### src/rtl/dmux_pkg.sv
// Shared constants for the two-lane serial demux/deserializer.
// DMUX_DESER_PARITY_EN appends one even-parity bit to every frame.
package dmux_pkg;

`ifdef DMUX_DESER_PARITY_EN
    localparam int PARITY_BITS = 1;
`else
    localparam int PARITY_BITS = 0;
`endif

    localparam int DEFAULT_WIDTH = 8;
    localparam int FRAME_LEN     = DEFAULT_WIDTH + PARITY_BITS;
    localparam int CNT_W         = $clog2(FRAME_LEN);

    function automatic int frame_len(input int width);
        return width + PARITY_BITS;
    endfunction

    function automatic int cnt_width(input int width);
        return $clog2(width + PARITY_BITS);
    endfunction

endpackage

### src/rtl/dmux_deser_lane.sv
// One deserializer lane: shift register, bit counter, single-word output slot, sticky flags.
// DMUX_DESER_PARITY_EN selects WIDTH+1-bit frames with a trailing even-parity bit.
module dmux_deser_lane
    import dmux_pkg::*;
#(
    parameter int WIDTH = DEFAULT_WIDTH
) (
    input  logic             clk,
    input  logic             rst,
    input  logic             bit_en,
    input  logic             y,
    input  logic             rdy,
    output logic [WIDTH-1:0] data,
    output logic             vld,
    output logic             ovf,
    output logic             perr
);
    localparam int              FRAME = frame_len(WIDTH);
    localparam int              CW    = cnt_width(WIDTH);
    localparam logic [CW-1:0]   LAST  = CW'(FRAME - 1);

    logic [WIDTH-1:0] sr;
    logic [CW-1:0]    cnt;
    logic             frame_done;
    logic             shift_en;
    logic             word_ok;
    logic [WIDTH-1:0] word;

    assign frame_done = bit_en && (cnt == LAST);

`ifdef DMUX_DESER_PARITY_EN
    // The parity bit is never shifted in; the word is already complete in sr.
    assign shift_en = bit_en && (cnt != LAST);
    assign word     = sr;
    assign word_ok  = frame_done && ((^sr) == y);
`else
    assign shift_en = bit_en;
    assign word     = {sr[WIDTH-2:0], y};
    assign word_ok  = frame_done;
`endif

    always_ff @(posedge clk or posedge rst) begin
        if (rst) begin
            cnt <= '0;
            sr  <= '0;
        end else begin
            if (bit_en)
                cnt <= frame_done ? '0 : cnt + 1'b1;
            if (shift_en)
                sr <= {sr[WIDTH-2:0], y};
        end
    end

    // Handshake: a word transfers on any edge with vld=1 and rdy=1; data/vld hold
    // while vld=1 and rdy=0, and a word completing then is dropped and flags ovf.
    always_ff @(posedge clk or posedge rst) begin
        if (rst) begin
            data <= '0;
            vld  <= 1'b0;
            ovf  <= 1'b0;
        end else if (word_ok) begin
            if (vld && !rdy) begin
                ovf <= 1'b1;
            end else begin
                data <= word;
                vld  <= 1'b1;
            end
        end else if (vld && rdy) begin
            vld <= 1'b0;
        end
    end

`ifdef DMUX_DESER_PARITY_EN
    always_ff @(posedge clk or posedge rst) begin
        if (rst)
            perr <= 1'b0;
        else if (frame_done && !word_ok)
            perr <= 1'b1;
    end
`else
    assign perr = 1'b0;
`endif

endmodule

### src/rtl/dmux_deser.sv
// Two-lane serial demultiplexer/deserializer; s steers each qualified bit to lane 0 or 1.
// DMUX_DESER_PARITY_EN enables per-frame even-parity checking (port list unchanged).
module dmux_deser
    import dmux_pkg::*;
#(
    parameter int WIDTH = DEFAULT_WIDTH
) (
    input  logic             clk,
    input  logic             rst,
    input  logic             bit_vld,
    input  logic             s,
    input  logic             y0,
    input  logic             y1,
    input  logic             rdy0,
    input  logic             rdy1,
    output logic [WIDTH-1:0] data0,
    output logic [WIDTH-1:0] data1,
    output logic             vld0,
    output logic             vld1,
    output logic             ovf0,
    output logic             ovf1,
    output logic             perr0,
    output logic             perr1
);
    logic bit_en0;
    logic bit_en1;

    assign bit_en0 = bit_vld && !s;
    assign bit_en1 = bit_vld && s;

    dmux_deser_lane #(.WIDTH(WIDTH)) u_lane0 (
        .clk    (clk),
        .rst    (rst),
        .bit_en (bit_en0),
        .y      (y0),
        .rdy    (rdy0),
        .data   (data0),
        .vld    (vld0),
        .ovf    (ovf0),
        .perr   (perr0)
    );

    dmux_deser_lane #(.WIDTH(WIDTH)) u_lane1 (
        .clk    (clk),
        .rst    (rst),
        .bit_en (bit_en1),
        .y      (y1),
        .rdy    (rdy1),
        .data   (data1),
        .vld    (vld1),
        .ovf    (ovf1),
        .perr   (perr1)
    );

endmodule

### config.mk
export PLATFORM = sky130hd
export DESIGN_NAME = dmux_deser
export DESIGN_NICKNAME = d
export VERILOG_FILES = /design/src/rtl/dmux_pkg.sv /design/src/rtl/dmux_deser_lane.sv /design/src/rtl/dmux_deser.sv
export SDC_FILE = /design/constraint.sdc
export NUM_CORES = 1
export LEC_CHECK = 0
export ABC_AREA = 1
export ABC_CLOCK_PERIOD_IN_PS = 2600
export BUFFER_PORTS_ARGS = -buffer_cell sky130_fd_sc_hd__buf_2
export CORE_MARGIN = 2
export CORE_UTILIZATION = 58
export DETAILED_ROUTE_END_ITERATION = 8
export MAX_ROUTING_LAYER = met4
export PLACE_DENSITY = 0.82
export SYNTH_ARGS = -nofsm -noshare
export SYNTH_HDL_FRONTEND = slang
export SYNTH_SLANG_ARGS = --single-unit
### constraint.sdc
create_clock -name clk -period 2.6 [get_ports clk]
set_input_delay 0.39 -clock clk [delete_from_list [all_inputs] [get_ports clk]]
set_output_delay 0.39 -clock clk [all_outputs]
set_load 0.05 [all_outputs]
== Yosys cells after proc, flatten, opt, wreduce, memory -nomap -nowiden ==
Index checks and enable logic that the tools add are counted.
Storage, ports and cells
  word-level logic and storage cells: 45
  register bits after elaboration: 40
  output and inout bits: 22
  input port bits: 8
Operators by class
  $add $sub $neg: 2
  eq/ne operators: 4
  reductions and logical operators: 19
  bitwise logic cells: 2
  muxes and demuxes: 8
Operator list (count)
  AND reduction 2 bit: 6
  logical AND 1 bit: 8
  adder 3 x 1 -> 3 bit, second input constant: 2
  equality test 3 bit, second input constant: 2
  2-to-1 mux 1 bit: 6
  2-to-1 mux 3 bit: 2
  != test 2 bit, second input constant: 2
  nonzero test 2 bit: 2
  logical NOT 1 bit: 3
  NOT 1 bit: 2

== Longest topological paths before layout ==
Gate-level depths: netlist of the first run.
  depth after elaboration: 5
  gate-level depth with buffers: 7
  mapped depth without buffers: 7

== Cells and area by module ==
From an unflattened synthesis of the first run, not the netlist that was laid out.
Second synthesis, totals
  cell total of the unflattened synthesis: 182
  area, all modules: 1656.6 µm²
Modules (own cells, without submodules)
  dmux_deser_lane: seq. area each 500.5 µm², area each 819.5 µm², cells an instance 89, instances 2
  dmux_deser: seq. area each 0.0 µm², area each 17.5 µm², cells an instance 4, instances 1

== Least setup slack after synthesis of the first run ==
No wires, ideal clock.
  kind: register to register
  from: register u_lane1.vld
  to: register u_lane1.data[0]
  setup slack: 1.379 ns
  cell stages (with the launch flop): 5
  required time: 2.481 ns
  period minus slack after synthesis: 1.221 ns
  buffers on the path: 1
  arrival: 1.102 ns
  library setup time: 0.119 ns
  path through: dfrtp_1 -> nand2_1 -> buf_2 -> nand3_1 -> nand2_1
Between the ends
  cells in the longest elaborated chain, start to end: 3
Ends and longest elaborated chain
  start, declared: RTL line dmux_deser_lane.sv:14  | output logic vld,
  start signal, assigned: RTL line dmux_deser_lane.sv:59  | vld <= 1'b0;
  start signal, assigned: RTL line dmux_deser_lane.sv:66  | vld <= 1'b1;
  start signal, assigned: RTL line dmux_deser_lane.sv:69  | vld <= 1'b0;
  logical AND 1 bit: RTL line dmux_deser_lane.sv:62  | if (vld && !rdy) begin
  NOT 1 bit (no line)
  AND reduction 2 bit (no line)
  end signal, assigned: RTL line dmux_deser_lane.sv:65  | data <= word;
  end, declared: RTL line dmux_deser_lane.sv:13  | output logic [WIDTH-1:0] data,
Every way passes these cells.
A chain may end at the register's enable or synchronous reset.

== Worst setup path in the final report of the first run ==
  from: register u_lane0.cnt[0]
  to: register u_lane0.data[2]
Between the ends
  cells in the longest elaborated chain, start to end: 3
Ends and longest elaborated chain
  start, declared: RTL line dmux_deser_lane.sv:23  | logic [CW-1:0] cnt;
  start signal, assigned: RTL line dmux_deser_lane.sv:48  | cnt <= frame_done ? '0 : cnt + 1'b1;
  equality test 3 bit: RTL line dmux_deser_lane.sv:29  | assign frame_done = bit_en && (cnt == LAST);
  logical AND 1 bit: RTL line dmux_deser_lane.sv:29
  AND reduction 2 bit (no line)
  end signal, assigned: RTL line dmux_deser_lane.sv:65
  end, declared: RTL line dmux_deser_lane.sv:13
Every way passes these cells.

==> metrics.md, run 1 <==
| Metric | Value |
|---|---|
| Leak pwr | between 1 and 1.5 nW |
| Clock skew | between 0.008 and 0.009 ns |
| WL per Instance | 12.5 um |
| Cts repair resizes | 0 |
| Top delay family on crit path | adder cells |
| Hold Vio Cnt, Final | 0 |
| Area delta synth->final | 9.26% |
| Max Slew Vio Count | 0 |
| Reg2reg setup slack | about 1.1 ns |
| Cell Area, Synth | 1700 um^2 |
| Cells after synthesis | ~180 |
| H-tree depth | 2 |
| IO Port Bufs | 27 |
| Crit path time final | roughly 1.5 ns |
| Remaining global-route overflow | 0 |
| Nets@finish | roughly 220 |
| Core ar. | ~2800 um^2 |
| CP cell instances | ha_1, ha_1, nand3_1, nand2_1, nand2_1 |
| Fin worst setup slack | approximately 1.1 ns |
| Number of hold buffers added after cts | 0 |
| Yosys warns | 0 |
| Crit Path Max Fanout | 11 |
| Max Freq | 671 MHz |
| Setup-failing EPs final | 0 |
| WP depth | 5 |
| Site Rows | 19 |
| Post-synthesis sequential area ratio | 0.588 |
| CTS Buf Count | 5 |
| Worst EP arrival | about 1.7 ns |
| Max VDD drop | between 0.0008 and 0.0009 V |
| Post-route cell area | about 1900 um^2 |
| Max cap viols | 0 |
| Skew-Pair Late Insertion Delay | around 0.34 ns |
| Vias in the first global route | 1172 |
| Inst Count DP | between 200 and 250 |
| Antenna viol nets, final | 0 |
| First-pass GRT wire length | 5070 um |
| FF-to-FF Start | u_lane0.cnt[0] |
| Setup CP Type | reg2reg |
| RSZ-0062 raised after global routing | false |
| Setup TNS | 0 ns |
| N_diodes | 0 |
| DIE WIDTH | about 58 um |
| HPWL Detailed | between 2000 and 2500 um |
| WP buf/inv | 0 |
| Critical Path Max Stage Delay | about 0.37 ns |
| Remaining DRCs | 0 |
| Outcome | finished, final reports clean |
| CTS tree | done |
| Fill count | ~220 |
| Critical Path RT | approximately 2.8 ns |
| Die Footprint | between 3000 and 4000 um^2 |
| Initial DRC Count | 45 |
| Dpl ws | 1.04 ns |
| Crit path from | u_lane0.cnt[0] |
| Synthesized flop and latch total | 40 |
| CTS Sinks | 40 |
| Final Non-Filler Cells | about 240 |
| Worst min path class | in2async |
| CP endpoint | u_lane0.data[2] |
| Unique masters post-synth | 21 |
| Initial antenna violation count | 0 |
| Via density | approximately 5.3 |
| Vias | ~1300 |
| Mapped Avg Cell Area | approximately 9.5 um^2 |
| RD Place Congestion | just under 0.8 |
| CP endpoint kind | flop |
| Reg-to-Reg End | u_lane0.data[2] |
| Tot GR Track Use | 0.209 |
| Worst Reg-to-Reg Cells | 5 |
| Top Ports | 30 |
| Layout cell share with drive strength beyond 1 | 0.214 |
| Placed Area | ~1800 um^2 |
| CTS root buf | clkbuf_4 |
| Starting Density | 0.612 |
| PD cells | roughly 990 nW/um^2 |
| Worst-path clk slew | around 0.11 ns |
| Final core utilization | 0.668 |
| CP max stage cell | dfrtp_1 |
| Chip Height | ~58 um |
| Fin crit share | 0.573 |
| Largest net degree at the start of global routing | ~40 |
| Setup bufs post-CTS | 0 |
| Maximum clock path buffer count | 2 |
| TritonRoute pass-1 iters | 4 |
| Total wire length | 2950 um |
| Crit path launch type | flop |
==> synth_stat cells <==
cell | number | area [um^2]
inv_6 | 1 | 8.76
nand4_1 | 8 | 50.1
nand2_2 | 1 | 6.26
nand3_2 | 1 | 10.0
nand2_4 | 1 | 11.3
o21bai_1 | 2 | 15.0
inv_2 | 1 | 3.75
o21ai_1 | 1 | 5.00
buf_2 | 4 | 20.0
o21ai_2 | 3 | 26.3
nand3_1 | 13 | 65.1
buf_4 | 3 | 22.5
conb_1 | 1 | 3.75
nand2_1 | 73 | 274
dfrtp_1 | 40 | 1000
buf_12 | 1 | 20.0
ha_1 | 4 | 50.1
buf_6 | 1 | 11.3
inv_1 | 12 | 45.0
nor2_4 | 2 | 22.5
o21ai_0 | 6 | 30.0
==> cell families (layout without fill, tap and decap cells) <==
kind of cell / after synthesis / after routing / synth area share
flops: 40 / 40 / 0.588
fa+ha+maj: 4 / 4 / 0.0294
compound gates: 12 / 12 / 0.0449
other cells: 1 / 2 / 0.00220
simple gates: 99 / 99 / 0.258
buf+inv: 23 / 49 / 0.0772
==> registers in the layout (all words and copies together), names as in the netlist <==
register	count
u_lane0.cnt	3
u_lane0.data	8
u_lane0.ovf	1
u_lane0.sr	7
u_lane0.vld	1
u_lane1.cnt	3
u_lane1.data	8
u_lane1.ovf	1
u_lane1.sr	7
u_lane1.vld	1
==> worst min path at each step <==
stage / slack, ns / to / from / cells past startpoint
floorplan: 0.45 / u_lane1.sr[6] / u_lane1.sr[6] / 2
global placement: 0.45 / u_lane1.data[6] / u_lane1.data[6] / 2
detailed placement: 0.45 / u_lane1.data[6] / u_lane1.data[6] / 2
CTS: 0.15 / u_lane1.sr[0] / rst / 3
global route: 0.19 / u_lane0.sr[1] / rst / 3
finish: 0.15 / u_lane1.data[4] / rst / 3
==> per-layer routing <==
layer / GRT usage / routed length (um)
met5: - / 0
met4: 0.0797 / 55
met2: 0.328 / 1430
met1: 0.256 / 1340
met3: 0.0625 / 126
==> area by class of cell <==
cell class / instances / area (um^2) / area share
clock buffer: 6 / 41.3 / 0.0222
sequential: 40 / 1000 / 0.538
inverter: 14 / 57.6 / 0.0310
multi-input combinational: 117 / 573 / 0.308
timing repair buffer: 28 / 143 / 0.0767
clock inverter: 1 / 5.00 / 0.00269
tap: 31 / 38.8 / 0.0209
==> worst register-to-register path, cell delays in order (launching register included) <==
cell and delay [ns]:
dfrtp_1 0.37, ha_1 0.15, ha_1 0.37, nand3_1 0.30, nand2_1 0.14, nand2_1 0.06
==> where the power goes <==
group,switching (mW),internal [mW]
registers,0.0949,0.786
logic,0.514,0.160
clock network,0.186,0.0998
total,0.795,1.05
==> layout by cell type, fill, tap and decap left out, types with 2 or more instances in the layout <==
cell	Yosys	routed
nor2_4	2	2
inv_1	12	12
nand2_1	73	73
buf_2	4	27
conb_1	1	2
dfrtp_1	40	40
ha_1	4	4
nand4_1	8	8
o21bai_1	2	2
nand3_1	13	13
clkbuf_4	0	5
o21ai_0	6	6
o21ai_2	3	3
==> metrics by stage <==
step	total power [mW]	hold slack, ns
floorplan	1.41	0.450
CTS	1.86	0.155
global placement	1.54	0.448
global route	1.96	0.185
finish	1.84	0.151
detailed placement	1.58	0.454
No activity file was read; power rests on OpenSTA's default activity.
==> run 2, diff against run 1 <==
--- a/config.mk
+++ b/config.mk
@@ -6,13 +6,13 @@
 export NUM_CORES = 1
 export LEC_CHECK = 0
 export ABC_AREA = 1
-export ABC_CLOCK_PERIOD_IN_PS = 2600
+export ABC_CLOCK_PERIOD_IN_PS = 1500
 export BUFFER_PORTS_ARGS = -buffer_cell sky130_fd_sc_hd__buf_2
 export CORE_MARGIN = 2
-export CORE_UTILIZATION = 58
+export CORE_UTILIZATION = 54
 export DETAILED_ROUTE_END_ITERATION = 8
 export MAX_ROUTING_LAYER = met4
-export PLACE_DENSITY = 0.82
+export PLACE_DENSITY = 0.77
 export SYNTH_ARGS = -nofsm -noshare
 export SYNTH_HDL_FRONTEND = slang
 export SYNTH_SLANG_ARGS = --single-unit
==> constraint.sdc (replaced) <==
create_clock -name clk -period 1.5 [get_ports clk]
set_input_delay 0.225 -clock clk [delete_from_list [all_inputs] [get_ports clk]]
set_output_delay 0.225 -clock clk [all_outputs]
set_load 0.05 [all_outputs]
==> run 2 against run 1 <==
Via count is 2.7% lower. Non-clock buffer count is 4 higher. Fmax is 10% higher. Flip-flop and latch count stayed put. Power is 79% higher. Critical path depth is 2 higher. Critical endpoint is now u_lane1.data[5]. Largest power group unchanged.
==> metrics.md, run 2 (synthesis gave the netlist of run 1 again) <==
| Metric | Value |
|---|---|
| Initial antenna violation count | 0 |
| Max Freq | 741 MHz |
| Worst min path class | in2reg |
| Via density | 4.78 |
| WL met3 | about 130 um |
| Setup CP Type | reg2reg |
| TritonRoute pass-1 iters | 4 |
| RD Place Congestion | approximately 0.8 |
| Top flop regs | u_lane0.data (8), u_lane1.data (8) |
| Crit Path Max Fanout | 9 |
| Starting Density | 0.562 |
| Remaining DRCs | 0 |
| Setup TNS | 0 ns |
| Skew-Pair Late Insertion Delay | 0.35 ns |
| Die Footprint | roughly 3600 um^2 |
| Max cap viols | 0 |
| Most common cell after layout, fill and taps aside | nand2_1 |
| Clock power frac | 0.174 |
| HPWL Detailed | around 2200 um |
| Max VDD drop | between 0.0009 and 0.001 V |
| N_diodes | 0 |
| Total wire length | 3080 um |
| FF-to-FF Start | u_lane1.cnt[0] |
| Setup-failing EPs final | 0 |
| Crit path from | u_lane1.cnt[0] |
| Layout cell share with drive strength beyond 1 | 0.232 |
| Worst EP arrival | roughly 1.6 ns |
| Nets@finish | between 200 and 250 |
| Leak pwr | ~1.1 nW |
| PD cells | 1710 nW/um^2 |
| Top Ports | 30 |
| Most frequent cells in the layout | 73 x nand2_1, 40 x dfrtp_1, 27 x buf_2 |
| Maximum clock path buffer count | 2 |
| CTS Buf Count | 5 |
| Top layer in use | met4 |
| CTS Sinks | 40 |
| DR WL met2 | ~1500 um |
| Hold Vio Cnt, Final | 0 |
| Crit path launch type | flop |
| Vias | roughly 1200 |
| Fill count | 258 |
| Outcome | finished, final reports clean |
| Core ar. | 3030 um^2 |
| Antenna viol nets, final | 0 |
| Sw Pwr | about 1.4 mW |
| DIE WIDTH | around 60 um |
| Initial DRC Count | 57 |
| Cts repair resizes | 0 |
| Area delta synth->final | 13.0% |
| H-tree depth | 2 |
| Combinational power share | 0.362 |
| Tot GR Track Use | 0.205 |
| Fin crit share | 0.899 |
| Site Rows | 20 |
| Critical Path RT | between 1.5 and 2 ns |
| WL per Instance | around 12 um |
| Sw Ratio | 0.431 |
| Crit path time final | 1.35 ns |
| IO Port Bufs | 27 |
| Max Slew Vio Count | 0 |
| Pwr Total | between 3 and 4 mW |
| CP endpoint kind | flop |
| RSZ-0062 raised after global routing | false |
| Remaining global-route overflow | 0 |
| CTS tree | done |
| Clock skew | roughly 0.0083 ns |
| Seq pwr share | 0.464 |
| Int Power | 1.87 mW |
| Metal1 wirelength | 1400 um |
| First-pass GRT wire length | 5140 um |
| Largest net degree at the start of global routing | 41 |
| Chip Height | about 60 um |
| Hold path start | y0 |
| Worst-path clk slew | ~0.11 ns |
| Setup bufs post-CTS | 0 |
| Vias in the first global route | around 1200 |
| CTS root buf | clkbuf_4 |
## run 2: cell types whose count changed in the layout (fill, tap and decap cells not counted)
cell / change
clkbuf_8: +1
buf_4: +3
dlygate4sd3_1: +1
clkinv_2: +1
clkbuf_1: -1
## run 2: metrics by stage
step	cells	hold slack, ns	setup WS, ns	instance area, um^2	util
3_5_place_dp	246	0.366	0.154	1850	0.612
2_1_floorplan	180	0.342	0.279	1710	-
4_1_cts	255	0.0850	0.129	1920	0.635
5_1_grt	255	0.0972	0.00863	1920	0.635
3_3_place_gp	246	0.360	0.231	1850	0.612
6_report	255	0.0951	0.151	1920	0.635
## run 2: worst paths after layout
check	to	slack, ns	cells past startpoint
setup / recovery	u_lane1.data[5]	0.15	7
hold / removal	u_lane0.sr[0]	0.1	3
setup reg to reg	u_lane1.data[5]	0.15	7
hold reg to reg	u_lane1.data[6]	0.48	2
max in group asynchronous	u_lane1.vld	0.65	4
min in group asynchronous	u_lane1.data[2]	0.52	4
## run 2: area by class of cell
| class | instances | area [um^2] | share of cell area |
|---|---|---|---|
| Inverter | 14 | 57.6 | 0.0299 |
| Multi-Input combinational cell | 117 | 573 | 0.298 |
| Sequential cell | 40 | 1000 | 0.520 |
| Clock inverter | 2 | 10.0 | 0.00520 |
| Timing Repair Buffer | 32 | 175 | 0.0911 |
| Clock buffer | 6 | 51.3 | 0.0267 |
| Tap cell | 44 | 55.1 | 0.0286 |
## run 2: timing repair
action | in CTS | in global routing
setup endpoints to repair | 0 | 1
hold buffers | 1 | 0
hold endpoints to repair | 40 | 0
## run 2: power groups by stage
stage | registers, mW | logic [mW] | clock network, mW
2_1_floorplan | 2.07 | 0.382 | 0
3_3_place_gp | 1.53 | 1.15 | 0
3_5_place_dp | 1.55 | 1.19 | 0
4_1_cts | 1.53 | 1.20 | 0.588
5_1_grt | 1.57 | 1.30 | 0.627
6_report | 1.53 | 1.19 | 0.571
## run 2: critical path: stages (launching register included)
cell	delay [ns]
dfrtp_1	0.38
ha_1	0.16
ha_1	0.16
inv_1	0.10
nor2_4	0.21
nand2_4	0.11
nand2_1	0.08
nand2_1	0.05
## run 2: per-layer routing
layer | global-route usage | vias to the layer above
met4 | 0.0952 | 0
li1 | - | 624
met3 | 0.0606 | 5
met2 | 0.314 | 28
met1 | 0.248 | 563
met5 | - | -
